**src/rtl/alu_seq_pkg.sv**
```systemverilog
// Shared definitions for the nibble-serial ALU sequencer: state encoding,
// default operand width in nibbles and the opcodes the bench exercises.
package alu_seq_pkg;

  localparam int NIBBLES_DEFAULT = 4;

  localparam logic [3:0] OP_ADD = 4'b1001;
  localparam logic [3:0] OP_XOR = 4'b0110;

  typedef enum logic [1:0] {
    IDLE = 2'd0,
    RUN  = 2'd1,
    DONE = 2'd2
  } seq_state_t;

endpackage

```
**src/rtl/alu_nibble_sequencer.sv**
```systemverilog
// Feeds a W-bit operation one nibble per cycle through an external 4-bit ALU
// slice, chaining the carry and folding the per-nibble equality flags.
module alu_nibble_sequencer
  import alu_seq_pkg::*;
#(
  parameter int NIBBLES = NIBBLES_DEFAULT
) (
  input  logic                 CLK,
  input  logic                 RST,
  input  logic                 Start,
  input  logic [4*NIBBLES-1:0] OpA,
  input  logic [4*NIBBLES-1:0] OpB,
  input  logic [3:0]           Op,
  input  logic                 M,
  input  logic                 CIN,
  output logic                 Ready,
  output logic                 Done,
  output logic [4*NIBBLES-1:0] Result,
  output logic                 Carry,
  output logic                 Equal,
  output logic                 Zero,
  output logic [3:0]           AluA,
  output logic [3:0]           AluB,
  output logic [3:0]           AluOp,
  output logic                 AluM,
  output logic                 AluCin,
  input  logic [3:0]           AluOut,
  input  logic                 AluCout,
  input  logic                 AluEq
);

  localparam int W     = 4 * NIBBLES;
  localparam int IDX_W = (NIBBLES > 1) ? $clog2(NIBBLES) : 1;
  localparam logic [IDX_W-1:0] LAST_IDX = IDX_W'(NIBBLES - 1);

  seq_state_t       state_reg;
  logic [IDX_W-1:0] idx_reg;
  logic [W-1:0]     a_reg;
  logic [W-1:0]     b_reg;
  logic [3:0]       op_reg;
  logic             m_reg;
  logic             cin_reg;
  logic             carry_reg;
  logic             eq_reg;
  logic             ready_reg;
  logic             done_reg;
  logic [3:0]       a_nib [NIBBLES];
  logic [3:0]       b_nib [NIBBLES];
  logic [3:0]       res_nib_reg [NIBBLES];
  logic [W-1:0]     result_w;
  logic             run_w;

  assign run_w = (state_reg == RUN);

  // Each result nibble is its own register, written only on its own RUN step.
  for (genvar gi = 0; gi < NIBBLES; gi++) begin : g_nib
    assign a_nib[gi]           = a_reg[4*gi +: 4];
    assign b_nib[gi]           = b_reg[4*gi +: 4];
    assign result_w[4*gi +: 4] = res_nib_reg[gi];

    always_ff @(posedge CLK or posedge RST) begin
      if (RST) begin
        res_nib_reg[gi] <= 4'h0;
      end else if (run_w && (idx_reg == IDX_W'(gi))) begin
        res_nib_reg[gi] <= AluOut;
      end
    end
  end

  always_ff @(posedge CLK or posedge RST) begin
    if (RST) begin
      state_reg <= IDLE;
      idx_reg   <= '0;
      a_reg     <= '0;
      b_reg     <= '0;
      op_reg    <= 4'h0;
      m_reg     <= 1'b0;
      cin_reg   <= 1'b0;
      carry_reg <= 1'b0;
      eq_reg    <= 1'b0;
      ready_reg <= 1'b1;
      done_reg  <= 1'b0;
    end else begin
      case (state_reg)
        IDLE: begin
          if (Start) begin
            a_reg     <= OpA;
            b_reg     <= OpB;
            op_reg    <= Op;
            m_reg     <= M;
            cin_reg   <= CIN;
            idx_reg   <= '0;
            eq_reg    <= 1'b1;
            ready_reg <= 1'b0;
            state_reg <= RUN;
          end
        end
        RUN: begin
          carry_reg <= AluCout;
          eq_reg    <= eq_reg & AluEq;
          if (idx_reg == LAST_IDX) begin
            idx_reg   <= '0;
            done_reg  <= 1'b1;
            state_reg <= DONE;
          end else begin
            idx_reg <= idx_reg + 1'b1;
          end
        end
        DONE: begin
          done_reg  <= 1'b0;
          ready_reg <= 1'b1;
          state_reg <= IDLE;
        end
        default: begin
          done_reg  <= 1'b0;
          ready_reg <= 1'b1;
          state_reg <= IDLE;
        end
      endcase
    end
  end

  // The first nibble takes the external carry; later nibbles chain the registered one.
  assign AluA   = run_w ? a_nib[idx_reg] : 4'h0;
  assign AluB   = run_w ? b_nib[idx_reg] : 4'h0;
  assign AluCin = run_w ? ((idx_reg == '0) ? cin_reg : carry_reg) : 1'b0;
  assign AluOp  = op_reg;
  assign AluM   = m_reg;

  assign Ready  = ready_reg;
  assign Done   = done_reg;
  assign Result = result_w;
  assign Carry  = carry_reg & ~m_reg;
  assign Equal  = eq_reg;
  assign Zero   = ~|result_w;

endmodule

```
**config.mk**
```make
export PLATFORM = sky130hd
export DESIGN_NAME = alu_nibble_sequencer
export DESIGN_NICKNAME = d
export VERILOG_FILES = /design/src/rtl/alu_seq_pkg.sv /design/src/rtl/alu_nibble_sequencer.sv
export SDC_FILE = /design/constraint.sdc
export NUM_CORES = 1
export LEC_CHECK = 0
export ABC_AREA = 1
export CORE_MARGIN = 4
export CORE_UTILIZATION = 47
export DETAILED_ROUTE_END_ITERATION = 10
export PLACE_DENSITY = 0.81
export REMOVE_ABC_BUFFERS = 1
export SYNTH_ARGS = -nofsm -noshare
export SYNTH_HDL_FRONTEND = slang
export SYNTH_SLANG_ARGS = --single-unit
```
**constraint.sdc**
```tcl
create_clock -name CLK -period 2.3 [get_ports CLK]
set_input_delay 0.575 -clock CLK [delete_from_list [all_inputs] [get_ports CLK]]
set_output_delay 0.575 -clock CLK [all_outputs]
set_load 0.005 [all_outputs]
```
==> run metrics <==
slew margin rel.=0.786; Critical Path End Type=output pin; status=complete, no violations; Synth top cells by count=74 x nand2_1, 61 x dfrtp_1, 44 x nor2_1, 41 x inv_1, 39 x a21oi_1; area share of the largest cell type after synthesis=0.544; post-route ant nets=0; cts hold-fix bufs=0; startpoint types=register; sequential fraction of the synthesis area=0.554; Setup TNS=0 ns; fin crit period=2.15 ns; die width=85.2 um; WL per Instance=around 13 um; clock latency at the later pin of the worst-skew pair=0.33 ns; std cell rows=27; RD Place Congestion=between 0.7 and 0.8; HPWL Detailed=between 4000 and 5000 um; Die H=approximately 85 um; Hold Path Depth=2; P&R area growth vs syn=39.4%; initial antenna violation count=0; crit path cell chain=inv_4 -> buf_4 -> nand2_1 -> nand3_1 -> a21oi_1 -> dlygate4sd2_1; top post-synthesis cells by area=dfrtp_1 54%, nand2_1 9.9%, a21oi_1 7.0%; Final period util=0.936; fmax=roughly 0.46 GHz; clock buffer depth=2; CP max FO=11; DIE AREA=roughly 7300 um^2; Post-Syn Instances=around 330; max incr delay on CP=between 0.4 and 0.5 ns; Cell Area, Synth=between 2000 and 3000 um^2; Synth cell types=22; grt ovf=0; Synth Flop Type=dfrtp_1; number of synthesized flops with an enable pin=0; Reg2Reg Setup Slack=a little over 0.9 ns; CTS sink count=between 60 and 70; H-tree Lvls=3; I/O Pins=82; core box area=5640 um^2; first-pass GRT wire length=roughly 11,000 um; Vias/cell=between 4 and 5; DRT iter0 DRCs=between 60 and 70; LEAKAGE=1.94 nW; gr usage total=0.193; total number of vias=between 2,000 and 2,500; Final Non-Filler Cells=just under 500; HP Start=Ready$_DFFE_PP1P_; TritonRoute pass-1 iters=4; kind of critical path=register to output pin; TritonCTS clock tree=done; Worst-path clk slew=around 0.060 ns; Post-layout nets=around 470; VDD IR max=between 0.8 and 0.9 mV; Async SR Flop Fraction=1.00; Hold Fails Final Rpt=0; number of max-cap violations=0; worst r2r dst=a_reg[0]$_DFFE_PP0P_; DRT Wirelength=about 6500 um; largest net degree at the start of global routing=63; count of warnings emitted by yosys=0; top-count cell post-synth=nand2_1; ant diodes=0; Hold Crit Endpoint=Ready$_DFFE_PP1P_; clk_skew=approximately 0.0059 ns; dominant cell type by area after synthesis=dfrtp_1; R2R cell count=5; Final Max Slew Viols=0; Buffers on Ports=just over 80; Yosys reg bits=slightly above 60; number of global-route vias before repair=2,522; residual DRC count=0; Reg-to-Reg Start=state_reg[0]$_DFFE_PP0P_; PD cells=1330 nW/um^2; Post-CTS Setup Bufs=0; Num CTS Buffers=9; Clock Tree Root=clkbuf_8; WP data arrival=between 1.5 and 2 ns; slowest cell on the critical path=dfrtp_1; Mapped Avg Cell Area=roughly 8.5 um^2; placed cells=about 480; critical path required time=roughly 1.7 ns; share of cells above drive strength 1=0.0873; RSZ-0062 raised after global routing=no; Worst Hold Class=register to register; Tightest Pin Transition=between 0.3 and 0.4 ns; Initial Util=0.497; # setup viols final=0
[how the worst max path moves through the flow]
| stage | slack [ns] | start | endpoint |
|---|---|---|---|
| 2_1_floorplan | 0.19 | RST | AluM$_DFFE_PP0P_ |
| 3_3_place_gp | 0.19 | idx_reg[1]$_DFFE_PP0P_ | AluCin |
| 3_5_place_dp | 0.17 | idx_reg[1]$_DFFE_PP0P_ | AluCin |
| 4_1_cts | 0.12 | idx_reg[0]$_DFFE_PP0P_ | AluCin |
| 5_1_grt | 0.04 | idx_reg[0]$_DFFE_PP0P_ | AluCin |
| 6_report | 0.15 | idx_reg[0]$_DFFE_PP0P_ | AluB[2] |
[layout make-up]
cell class	instances	area (um^2)
flip-flops and latches	62	1550
fillers	436	1730
clock buffers	12	165
repair buffers	93	931
multi-input cells	212	971
inverters	44	170
clock inverters	1	30.0
well taps	72	90.1
[layout by cell type (no fill, tap or decap)]
cell type	n
bufinv_16	1
buf_4	8
or2_2	1
clkdlybuf4s50_1	72
inv_1	40
clkinv_2	2
o21ai_0	20
ha_1	3
a21oi_1	39
buf_12	3
nand2_2	1
o21ai_1	1
dfstp_2	1
ha_2	1
nor2_1	44
inv_4	1
nand3_1	22
buf_6	1
nand2_1	74
inv_2	1
nor2_4	1
a21oi_2	2
dfrtp_1	61
nand2_4	1
nand4_1	2
dlygate4sd2_1	9
clkbuf_8	12
[critical path, delay by kind of cell, from the launching register on]
kind,cells,cell delay [ns]
simple gates,2,0.13
buf+inv,3,0.51
flops,1,0.42
compound gates,1,0.18
[logic make-up after synthesis]
kind of cell	after synthesis	synth area share
adder cells (fa/ha/maj)	4	0.0178
buffers and inverters	57	0.101
AND/OR/NAND/NOR	146	0.214
AO/OA/AOI/OAI	62	0.113
flip-flops	62	0.554
[metal layers]
| layer | GRT usage | share of wire | vias to the layer above | wire length, um |
|---|---|---|---|---|
| met5 | 0 | 0 | - | 0 |
| met2 | 0.335 | 0.49 | 67 | 3210 |
| li1 | - | - | 1209 | - |
| met4 | 0.0921 | 0.026 | 0 | 171 |
| met3 | 0.0417 | 0.054 | 14 | 352 |
| met1 | 0.225 | 0.43 | 1120 | 2800 |
[what timing repair did]
action	CTS	global route
endpoints found under the setup margin	9	0
hold endpoints to repair	0	0
resized for setup	13	0
[power by group]
part / switching (W) / total [W] / internal [W]
combinational: 0.00121 / 0.00237 / 0.00116
clock: 0.000374 / 0.000946 / 0.000571
sequential: 0.000264 / 0.00188 / 0.00162
[stage by stage]
stage                      util  power, W  setup WS, ns  hold WS, ns  cell area, um^2
after floorplan               -   0.00306         0.185        0.442             2690
after global placement    0.659   0.00427         0.190        0.456             3720
after detailed placement  0.659   0.00437         0.167        0.470             3720
after CTS                 0.693   0.00526         0.116        0.479             3910
after global routing      0.693   0.00564        0.0390        0.521             3910
final                     0.693   0.00520         0.147        0.480             3910
Note: power is estimated with default switching activity, not from simulation.
